### src/rtl/led_ctrl_pkg.sv
// led_ctrl_pkg: shared state encoding, fault codes and default PWM width for the LED string dimmer
package led_ctrl_pkg;
  localparam int PWM_BITS_DEF = 8;
  typedef enum logic [1:0] {IDLE = 2'b00, SOFT = 2'b01, RUN = 2'b10, FAULT = 2'b11} state_t;
  localparam logic [1:0] FC_NONE = 2'b00;
  localparam logic [1:0] FC_OPEN = 2'b01;
  localparam logic [1:0] FC_SHORT = 2'b10;
  localparam logic [1:0] FC_BOTH = 2'b11;
endpackage

### src/rtl/led_fault_filter.sv
// led_fault_filter: saturating consecutive-cycle counter; hit when a qualified comparator stays high FAULT_FILT cycles
// Ports: clk, rst_n (async low), qual (comparator may be trusted), cmp (comparator), hit (limit reached this cycle)
module led_fault_filter #(
  parameter int FAULT_FILT = 4
) (
  input  logic clk,
  input  logic rst_n,
  input  logic qual,
  input  logic cmp,
  output logic hit
);
  logic [3:0] count, count_nxt;
  always_comb begin
    count_nxt = (qual && cmp) ? ((count == 4'(FAULT_FILT)) ? count : count + 4'd1) : 4'd0;
    hit = count_nxt == 4'(FAULT_FILT);
  end
  always_ff @(posedge clk or negedge rst_n)
    if (!rst_n) count <= 4'd0;
    else count <= count_nxt;
endmodule

### src/rtl/led_string_dimmer.sv
// led_string_dimmer: PWM drive, soft-start and open/short fault latch for a constant-current LED string
// Ports: clk, rst_n (async low), en, duty_wr/duty_in (shadow duty load), vf_open/vf_short (comparators),
//        drive (source enable), period_start (cnt==0 pulse), fault, fault_code, state
module led_string_dimmer import led_ctrl_pkg::*; #(
  parameter int PWM_BITS = PWM_BITS_DEF,
  parameter int SS_STEP = 1,
  parameter int FAULT_FILT = 4
) (
  input  logic                clk,
  input  logic                rst_n,
  input  logic                en,
  input  logic                duty_wr,
  input  logic [PWM_BITS-1:0] duty_in,
  input  logic                vf_open,
  input  logic                vf_short,
  output logic                drive,
  output logic                period_start,
  output logic                fault,
  output logic [1:0]          fault_code,
  output logic [1:0]          state
);
  state_t st, st_nxt;
  logic [PWM_BITS-1:0] cnt, duty_cur, duty_cur_nxt, duty_shadow, shadow_nxt, duty_act, act_nxt, ramp;
  logic [PWM_BITS:0] sum;
  logic [1:0] code_nxt;
  logic wrap, run, drive_d, qual, drive_nxt, hit_open, hit_short;
  led_fault_filter #(.FAULT_FILT(FAULT_FILT)) u_open (
    .clk(clk), .rst_n(rst_n), .qual(qual), .cmp(vf_open), .hit(hit_open)
  );
  led_fault_filter #(.FAULT_FILT(FAULT_FILT)) u_short (
    .clk(clk), .rst_n(rst_n), .qual(qual), .cmp(vf_short), .hit(hit_short)
  );
  assign state = st;
  assign fault = st == FAULT;
  // second cycle of a drive-high run onward: switching transients are blanked
  assign qual = drive && drive_d;
  always_comb begin
    wrap = cnt == {PWM_BITS{1'b1}};
    run = st == SOFT || st == RUN;
    shadow_nxt = duty_wr ? duty_in : duty_shadow;
    act_nxt = wrap ? shadow_nxt : duty_act;
    sum = {1'b0, duty_cur} + (PWM_BITS+1)'(SS_STEP);
    // one step toward the target, never past it; also snaps straight down on a decrease
    ramp = (sum > {1'b0, act_nxt}) ? act_nxt : sum[PWM_BITS-1:0];
    st_nxt = st;
    duty_cur_nxt = duty_cur;
    code_nxt = fault_code;
    if (!en && st != IDLE) begin
      st_nxt = IDLE;
      duty_cur_nxt = '0;
      code_nxt = FC_NONE;
    end else if (run && (hit_open || hit_short)) begin
      st_nxt = FAULT;
      duty_cur_nxt = '0;
      code_nxt = {hit_short, hit_open};
    end else if (st == IDLE) begin
      duty_cur_nxt = '0;
      st_nxt = (en && wrap) ? SOFT : IDLE;
    end else if (run && wrap) begin
      duty_cur_nxt = ramp;
      st_nxt = (ramp == act_nxt) ? RUN : SOFT;
    end
    drive_nxt = (st_nxt == SOFT || st_nxt == RUN) && cnt < duty_cur;
  end
  always_ff @(posedge clk or negedge rst_n)
    if (!rst_n) begin
      st <= IDLE;
      cnt <= '0;
      duty_cur <= '0;
      duty_shadow <= '0;
      duty_act <= '0;
      fault_code <= FC_NONE;
      drive <= 1'b0;
      drive_d <= 1'b0;
      period_start <= 1'b0;
    end else begin
      st <= st_nxt;
      cnt <= cnt + PWM_BITS'(1);
      duty_cur <= duty_cur_nxt;
      duty_shadow <= shadow_nxt;
      duty_act <= act_nxt;
      fault_code <= code_nxt;
      drive <= drive_nxt;
      drive_d <= drive;
      period_start <= wrap;
    end
endmodule

### config.mk
export PLATFORM = sky130hd
export DESIGN_NAME = led_string_dimmer
export DESIGN_NICKNAME = d
export VERILOG_FILES = /design/src/rtl/led_ctrl_pkg.sv /design/src/rtl/led_fault_filter.sv /design/src/rtl/led_string_dimmer.sv
export SDC_FILE = /design/constraint.sdc
export NUM_CORES = 1
export LEC_CHECK = 0
export BUFFER_PORTS_ARGS = -buffer_cell sky130_fd_sc_hd__clkbuf_2
export CAP_MARGIN = 20
export CORE_ASPECT_RATIO = 1.25
export CORE_MARGIN = 8
export CORE_UTILIZATION = 52
export CTS_BUF_LIST = sky130_fd_sc_hd__clkbuf_16
export DETAILED_ROUTE_END_ITERATION = 10
export GPL_TIMING_DRIVEN = 0
export PLACE_DENSITY = 0.67
export SLEW_MARGIN = 40
export SYNTH_ARGS = -nofsm -noshare
export SYNTH_HDL_FRONTEND = slang
export SYNTH_SLANG_ARGS = --single-unit
### constraint.sdc
create_clock -name clk -period 5.1 [get_ports clk]
set_clock_uncertainty 0.1 [all_clocks]
set_input_delay 1.02 -clock clk [delete_from_list [all_inputs] [get_ports clk]]
set_output_delay 1.02 -clock clk [all_outputs]
set_load 0.02 [all_outputs]
==> results.json <==
{
  "power_switching_share_pct": 18.67,
  "die_h_um": 98.30,
  "relSlewSlack_pct": 57.91,
  "area_growth_pct": 13.01,
  "grt_max_degree": 48,
  "switchingPower_uw": 154.3,
  "drtPass1Iterations": 4,
  "endpoint_kind": "register",
  "drtIter0Drc": 84,
  "wl_per_cell_um": 15.44,
  "slew_violations": 0,
  "p_seq_share_pct": 46.1,
  "ctsResizeCount": 0,
  "rsz0062_at_grt": "false",
  "synthMuxAreaShare_pct": 6.838,
  "routed-via-count": 2052,
  "maxCapViolCount": 0,
  "numClockSinks": 47,
  "combPwrFrac_pct": 3.8,
  "ant_nets": 0,
  "synth_edf_count": 0,
  "via_per_inst": 5.669,
  "crit_type": "reg -> reg",
  "grt_pass1_vias": 2092,
  "internal_power_uw": 672.1,
  "min_path_type": "reg -> reg",
  "final-setup-viol-count": 0,
  "grt_overflow": 0,
  "core_area_mm2": 0.005330,
  "synthArstFlopShare_pct": 100.0,
  "dp_hpwl_um": 4177,
  "yosys.cell_types.count": 51,
  "syn_nets": 307,
  "rows": 30,
  "cts_tree": "done",
  "power.leakage_uw": 0.001421,
  "tns_ns": 0,
  "multi_input_area_mm2": 0.001514,
  "ctsHoldBuffers": 0,
  "synth-seq-area-share_pct": 41.74,
  "post-route-period-util_pct": 72.68,
  "nets": 333,
  "clock.fmax_mhz": 269.8,
  "io_buffers": 19,
  "clock_path_buffers": 2,
  "final-hold-violation-count": 0,
  "start_kind": "register",
  "start_util_pct": 52.86,
  "clkPwrFrac_pct": 50.1,
  "cts_setup_buffers": 0,
  "outcome": "finished, final reports clean",
  "ir_drop_mv": 0.1401,
  "ys_top_cells_by_area": "dfrtp_1 (42%), ha_1 (9.8%), xnor2_1 (5.3%)",
  "io_pins": 21,
  "drive_above_1_share_pct": 20.13,
  "powerDensity_mw_per_mm2": 259.5,
  "arrival_ns": 3.76,
  "drt-total-wl_um": 5589,
  "drc": 0,
  "antenna_found_initial": 0,
  "synthCells": 271,
  "antennaDiodeCount": 0,
  "yosys.area_share.simple_pct": 15.23,
  "cts.clk_slew.worst_paths_ns": 0.06,
  "synth_compound_area_share_pct": 14.74,
  "synthAdderAreaFrac_pct": 9.769,
  "synth.largest_area_cell": "dfrtp_1",
  "dieArea_mm2": 0.008045,
  "synthXorXnorAreaFrac_pct": 7.149,
  "total_power_uw": 826.3,
  "ctsRootBufferMaster": "clkbuf_16",
  "path_max_fanout": 10,
  "worst_pin_slew_ns": 0.6314,
  "synth-seq-cells": 47,
  "final_common_cell": "dfrtp_1",
  "grt_use_total_pct": 15.16,
  "clk_latency_ns": 0.28,
  "cp.required_ns": 5.15,
  "gp_congestion": 0.8567,
  "grt_first_pass_wirelength_um": 9825,
  "synth_ff_type": "dfrtp_1",
  "yosysWarnings": 0,
  "netlist_area_mm2": 0.002818,
  "h-tree-depth": 2,
  "cts_buffers": 5,
  "synth_top_family_by_area": "simple AND/OR/NAND/NOR gates",
  "seqCellArea_mm2": 0.001176,
  "syn_area_per_cell_um2": 10.40,
  "synth_top_area_share_pct": 41.74,
  "min_period_ns": 3.707,
  "die_width_um": 81.84,
  "fill_cells": 467,
  "final_cell_mix": "dfrtp_1 (47), inv_1 (25), ha_1 (22)"
}
cell type report:
cell class | count | area share, %
Inverter | 24 | 2.829
Tap cell | 64 | 2.515
Buffer | 6 | 1.179
Sequential cell | 47 | 36.94
Clock buffer | 5 | 3.929
Clock inverter | 3 | 2.004
Timing Repair Buffer | 19 | 3.065
Multi-Input combinational cell | 194 | 47.54
cells in the mapped netlist (2+ instances only):
library cell,n
a211oi_1,5
a21o_1,2
a21oi_1,14
a21oi_2,2
a31oi_1,9
and2_1,2
and3_1,3
and3_2,2
buf_4,2
clkbuf_1,3
dfrtp_1,47
ha_1,22
inv_1,24
mux2_2,8
mux2_4,5
mux2i_2,2
nand2_1,14
nand2b_1,3
nand3_1,17
nand3b_1,2
nand4_1,5
nor2_1,9
nor2b_1,3
nor3_1,4
nor3_2,2
nor4_1,2
o21a_1,4
o21ai_0,9
or3_1,2
xnor2_1,17
xor2_1,6
power groups by stage:
| stage | sequential, µW | combinational (µW) | clock, µW |
|---|---|---|---|
| after floorplan | 388 | 16.6 | 0 |
| after global routing | 381 | 35.3 | 438 |
| after detailed placement | 388 | 32.3 | 0 |
| after CTS | 381 | 32.4 | 422 |
| after global placement | 388 | 31.3 | 0 |
| final | 381 | 31.2 | 414 |
routing by layer:
metal | routed length, µm | share of wire (%) | vias up | track usage [%]
li1 | - | - | 1021 | -
met2 | 2762 | 49 | 27 | 25.03
met1 | 2499 | 45 | 995 | 18.92
met3 | 202 | 3.6 | 9 | 2.757
met5 | 0 | 0 | - | 0
met4 | 124 | 2.2 | 0 | 5.285
logic make-up (layout without fill, tap and decap cells):
kind of cell | Yosys count | count (layout)
adders and majority gates | 22 | 22
xor gates and xnor gates | 23 | 23
muxes | 15 | 15
AOI/OAI and AO/OA | 57 | 57
buffers and inverters | 30 | 57
and+or+nand+nor | 77 | 77
DFF | 47 | 47
flip-flops by register name, indices dropped and copies added, names as in the netlist:
signal / count
cnt: 8
duty_act: 8
duty_cur: 8
duty_shadow: 8
u_open.count: 4
u_short.count: 4
fault_code: 2
state: 2
drive: 1
drive_d: 1
period_start: 1
metrics by stage:
stage	hold slack [ns]	instance area [µm²]	util, %	setup WS, ns	cells
global placement	0.3157	2993	56.15	1.275	354
floorplan	0.3680	2818	-	1.542	271
CTS	0.3566	3184	59.74	1.402	362
finish	0.3515	3184	59.74	1.393	362
detailed placement	0.3428	2995	56.20	1.217	354
global route	0.3933	3184	59.74	1.135	362
worst max-delay path, cell delays in order (launching register included):
cell and delay [ns]:
dfrtp_1 0.43, ha_1 0.30, nand3_1 0.16, nor2_2 0.21, buf_6 0.19, mux2_4 0.34
inv_1 0.09, ha_1 0.16, nand3_1 0.18, a311oi_4 0.42, nand3_2 0.15, o21ai_4 0.23
nand2_2 0.13, a211oi_1 0.34, a21oi_1 0.15
path summary, 6_finish.rpt:
kind	start	cells after the start	slack (ns)	end
max	cnt[1]	14	1.39	state[1]
min	drive	0	0.35	drive_d
max reg2reg	cnt[1]	14	1.39	state[1]
min reg2reg	drive	0	0.35	drive_d
max in group asynchronous	rst_n	1	3.80	cnt[6]
min in group asynchronous	rst_n	1	0.68	duty_shadow[5]
Power figures use the tool's default switching activity.
